==> config.mk <==
export PLATFORM = sky130hd
export DESIGN_NAME = mult_pipe
export DESIGN_NICKNAME = d
export VERILOG_FILES = /design/src/rtl/mult_pipe.sv
export SDC_FILE = /design/constraint.sdc
export NUM_CORES = 1
export LEC_CHECK = 0
export BUFFER_PORTS_ARGS = -buffer_cell sky130_fd_sc_hd__buf_2
export CELL_PAD_IN_SITES_DETAIL_PLACEMENT = 0
export CELL_PAD_IN_SITES_GLOBAL_PLACEMENT = 2
export CORE_UTILIZATION = 37
export DETAILED_ROUTE_END_ITERATION = 6
export MAX_ROUTING_LAYER = met4
export PLACE_DENSITY_LB_ADDON = 0.1
export RECOVER_POWER = 50
export SLEW_MARGIN = 20
export SYNTH_ARGS = -nofsm -noshare
export SYNTH_HDL_FRONTEND = slang
export SYNTH_SLANG_ARGS = --single-unit
==> constraint.sdc <==
create_clock -name clock -period 6.4 [get_ports clock]
set_clock_uncertainty 0.05 [all_clocks]
set_input_delay 1.6 -clock clock [delete_from_list [all_inputs] [get_ports clock]]
set_output_delay 1.6 -clock clock [all_outputs]
set_load 0.01 [all_outputs]
==> src/rtl/mult_pipe.sv <==
// Pipelined shift-add multiplier with valid/ready flow control.
// Each stage retires NUM_BITS multiplier bits; bubbles collapse under stall.
module mult_pipe #(
    parameter int XLEN       = 8,
    parameter int NUM_STAGES = 4,
    parameter int TAG_W      = 4
) (
    input  logic                            clock,
    input  logic                            reset,
    input  logic                            flush,
    input  logic                            in_valid,
    output logic                            in_ready,
    input  logic                            in_signed,
    input  logic [XLEN-1:0]                 mplier_in,
    input  logic [XLEN-1:0]                 mcand_in,
    input  logic [TAG_W-1:0]                tag_in,
    output logic                            out_valid,
    input  logic                            out_ready,
    output logic [2*XLEN-1:0]               product_out,
    output logic [TAG_W-1:0]                tag_out,
    output logic [$clog2(NUM_STAGES+1)-1:0] occupancy
);

    localparam int PW       = 2 * XLEN;
    localparam int NUM_BITS = PW / NUM_STAGES;
    localparam int OCC_W    = $clog2(NUM_STAGES + 1);

    if (NUM_STAGES < 1 || NUM_STAGES > PW || (PW % NUM_STAGES) != 0) begin : g_bad_cfg
        $error("mult_pipe: NUM_STAGES must divide 2*XLEN");
    end

    typedef struct packed {
        logic [PW-1:0]    prod;
        logic [PW-1:0]    mplier;
        logic [PW-1:0]    mcand;
        logic [TAG_W-1:0] tag;
    } stage_t;

    function automatic stage_t step(input stage_t s);
        stage_t        r;
        logic [PW-1:0] acc;
        acc = s.prod;
        for (int i = 0; i < NUM_BITS; i++) begin
            if (s.mplier[i]) begin
                acc = acc + (s.mcand << i);
            end
        end
        r        = s;
        r.prod   = acc;
        r.mplier = s.mplier >> NUM_BITS;
        r.mcand  = s.mcand << NUM_BITS;
        return r;
    endfunction

    stage_t                  stg_q [NUM_STAGES];
    stage_t                  load_s;
    logic [NUM_STAGES-1:0]   vld_q;
    logic [NUM_STAGES-1:0]   vld_d;
    logic [NUM_STAGES-1:0]   adv;
    logic                    accept;

    // Extension happens once at acceptance, so in_signed need not travel.
    always_comb begin
        load_s        = '0;
        load_s.mplier = {{XLEN{in_signed & mplier_in[XLEN-1]}}, mplier_in};
        load_s.mcand  = {{XLEN{in_signed & mcand_in[XLEN-1]}}, mcand_in};
        load_s.tag    = tag_in;
    end

    // A stage moves if any stage above it is empty or the sink takes data.
    always_comb begin : adv_chain
        logic room;
        room = out_ready;
        adv  = '0;
        for (int k = NUM_STAGES - 1; k >= 0; k--) begin
            adv[k] = vld_q[k] & room;
            room   = room | ~vld_q[k];
        end
    end

    assign in_ready = ~vld_q[0] | adv[0];
    assign accept   = in_valid & in_ready;

    always_comb begin
        vld_d    = '0;
        vld_d[0] = accept | (vld_q[0] & ~adv[0]);
        for (int k = 1; k < NUM_STAGES; k++) begin
            vld_d[k] = adv[k-1] | (vld_q[k] & ~adv[k]);
        end
    end

    always_comb begin
        occupancy = '0;
        for (int k = 0; k < NUM_STAGES; k++) begin
            occupancy = occupancy + OCC_W'(vld_q[k]);
        end
    end

    always_ff @(posedge clock) begin
        if (reset) begin
            vld_q                    <= '0;
            stg_q[NUM_STAGES-1].prod <= '0;
            stg_q[NUM_STAGES-1].tag  <= '0;
        end else begin
            vld_q <= flush ? '0 : vld_d;
            if (accept) begin
                stg_q[0] <= step(load_s);
            end
            for (int k = 1; k < NUM_STAGES; k++) begin
                if (adv[k-1]) begin
                    stg_q[k] <= step(stg_q[k-1]);
                end
            end
        end
    end

    assign out_valid   = vld_q[NUM_STAGES-1];
    assign product_out = stg_q[NUM_STAGES-1].prod;
    assign tag_out     = stg_q[NUM_STAGES-1].tag;

endmodule

==> impl_metrics.env <==
export IMPL_startpoint_type="input pin"
export IMPL_core_area_sq_mm=0.0228
export IMPL_drtIter0Drc=301
export IMPL_worstPathMaxFanout=5
export IMPL_yosys_area_share_simple_pct=9.56
export IMPL_p_leak_nw=4.36
export IMPL_critPathBufInv=2
export IMPL_tritoncts="yes"
export IMPL_rsz0062_at_grt="true"
export IMPL_synth_common_cells="edfxtp_1 (108), ha_1 (103), a21oi_1 (70)"
export IMPL_yosys_most_used_dff="edfxtp_1"
export IMPL_swShare_pct=35.7
export IMPL_drt_wirelength_per_cell_microns=14.3
export IMPL_vias=6197
export IMPL_io_pins=51
export IMPL_synth_edf_count=108
export IMPL_place_inst=1230
export IMPL_ys_warn_count=0
export IMPL_clock_sinks=112
export IMPL_grt_pass1_vias=6139
export IMPL_ant_nets=0
export IMPL_grt_pass1_wl_microns=30200
export IMPL_clock_latency_ns=0.36
export IMPL_peakVddDrop_mv=0.150
export IMPL_synth_fa_ha_area_share_pct=18.1
export IMPL_synthXorXnorAreaFrac_pct=8.50
export IMPL_dieArea_sq_mm=0.0240
export IMPL_cts_hold_buf=0
export IMPL_crit_path_end_kind="flop"
export IMPL_crit_type="input pin to flop"
export IMPL_ys_seq_elements=112
export IMPL_max_stage_delay_ns=0.34
export IMPL_grt_max_degree=35
export IMPL_cp_common_cell="a21o_1"
export IMPL_max_freq_ghz=0.162
export IMPL_die_w_microns=155
export IMPL_fin_crit_ns=6.16
export IMPL_pwr_share_seq_pct=32.9
export IMPL_htreeDepth=3
export IMPL_final_nets=1075
export IMPL_routed_wl_microns=17900
export IMPL_power_combinational_fraction_pct=45.1
export IMPL_critPathRequiredTime_ns=6.56
export IMPL_antenna_cells=0
export IMPL_worst_hold_slack_ns=0.368
export IMPL_hold_viol=0
export IMPL_drc_errors=0
export IMPL_ctsRootBufferMaster="clkbuf_16"
export IMPL_overflow=0
export IMPL_synth_top_family_by_area="adder cells"
export IMPL_report_final_setup_viol=0
export IMPL_first_pass_iters=5
export IMPL_worstMarginPinSlew_ns=0.880
export IMPL_drive_gt1_share_pct=19.0
export IMPL_final_core_util_pct=44.1
export IMPL_crit_slowest_cell="or3_1"
export IMPL_syn_instance_count=835
export IMPL_setup_tns_ns=0
export IMPL_synthTopCellsByArea="edfxtp_1 (37%), ha_1 (15%), xnor2_1 (5.7%), mux2_2 (4.4%), a21oi_1 (4.0%)"
export IMPL_cts_buffer_depth=2
export IMPL_antenna_found_initial=0
export IMPL_hold_class="flop to flop"
export IMPL_syn2layout_area_growth_pct=16.0
export IMPL_synth_most_common_cell="edfxtp_1"
export IMPL_fp_dieH_microns=155
export IMPL_via_per_inst=4.96
export IMPL_synth_cell_types=57
export IMPL_synth_compound_area_share_pct=16.3
export IMPL_io_buffers=50
export IMPL_async_flop_share_pct=0
export IMPL_total_power_mw=2.72
export IMPL_p_int_mw=1.75
export IMPL_worstPathArrival_ns=6.31
export IMPL_instances_no_fill=1250
export IMPL_syn_area_sq_mm=0.00865
export IMPL_yosysTopAreaCellShare_pct=37.5
export IMPL_avgSynthCellArea_sq_um=10.4
export IMPL_syn_nets=978
export IMPL_grt_total_usage_pct=16.0
export IMPL_initial_core_util_pct=38.0
export IMPL_yosysSeqAreaShare_pct=38.4
export IMPL_synthMuxAreaShare_pct=5.93
export IMPL_cap_violations=0
export IMPL_row_count=55
export IMPL_clock_power_share_pct=21.9
export IMPL_max_slew_margin_rel_pct=41.3
export IMPL_crit_family="compound AO/OA/AOI/OAI gates"
export IMPL_p_per_area_mw_per_mm2=271
export IMPL_status="complete, no violations"
export IMPL_dp_hpwl_microns=14500
export IMPL_gp_congestion=0.796
export IMPL_period_share_pct=96.2
export IMPL_synth_area_leader_cell="edfxtp_1"
export IMPL_clk_pin_slew_ns=0.09
export IMPL_drv_slew=0
export IMPL_numCtsBuffers=9
export IMPL_switchingPower_mw=0.972
-- area by class of cell --
class / instances / area (sq um)
well taps: 313 / 392
clock inverters: 7 / 93.8
multi-input cells: 649 / 5140
fillers: 2172 / 12700
flip-flops and latches: 112 / 3320
repair buffers: 103 / 644
inverters: 57 / 214
clock buffers: 9 / 225
-- sequential cells by signal, summed over array words and instances (netlist names) --
name,cells
stg_q,108
vld_q,4
-- logic make-up after synthesis --
family | after synthesis
muxes | 46
AOI/OAI and AO/OA | 224
DFF | 112
adders and majority gates | 117
buffers and inverters | 74
xor gates and xnor gates | 84
and+or+nand+nor | 178
-- layer usage --
| metal | track usage (%) | wire, microns | up-vias |
|---|---|---|---|
| li1 | - | - | 3219 |
| met1 | 20.1 | 8730 | 2905 |
| met2 | 27.5 | 8610 | 59 |
| met3 | 2.17 | 359 | 14 |
| met4 | 3.25 | 197 | 0 |
| met5 | - | 0 | - |
-- path summary, 6_finish.rpt --
path | start | endpoint | slack, ns | cells past startpoint
hold reg to reg | stg_q[1][3] | stg_q[2][3] | 0.37 | 0
setup / recovery | mplier_in[0] | stg_q[0][43] | 0.24 | 28
setup reg to reg | stg_q[0][4] | stg_q[1][43] | 0.49 | 27
hold / removal | stg_q[1][3] | stg_q[2][3] | 0.37 | 0
-- repair_timing --
action / CTS / global route
pin swaps: 0 / 4
setup buffers: 1 / 3
setup endpoints to repair: 1 / 3
gates resized for setup: 1 / 16
gates cloned: 0 / 0
-- per-stage QoR --
stage,worst slack [ns],cell area (sq um)
floorplan,0.00567,8660
global placement,-0.113,9620
detailed placement,-0.417,9630
CTS,0.0217,9960
global route,-0.0390,10000
finish,0.243,10000
-- power by group through the flow --
stage	clock network, mW	logic (mW)	registers (mW)
final	0.597	1.23	0.897
after floorplan	0	0.949	0.901
after global routing	0.645	1.40	0.902
after CTS	0.618	1.22	0.899
after detailed placement	0	1.21	0.916
after global placement	0	1.19	0.914
-- layout by cell type (no fill, tap or decap), drive strengths merged, types with 8 or more instances in the layout --
master	n
nand3	9
nand2	63
mux2i	10
nand2b	8
nor2	48
a21o	33
clkbuf	13
mux2	36
xnor2	56
edfxtp	108
o21a	17
a21oi	71
buf	99
inv	60
o21bai	11
fa	14
ha	103
nor3	8
o21ai	49
and2	20
xor2	28
Note: power is estimated with default switching activity, not from simulation.
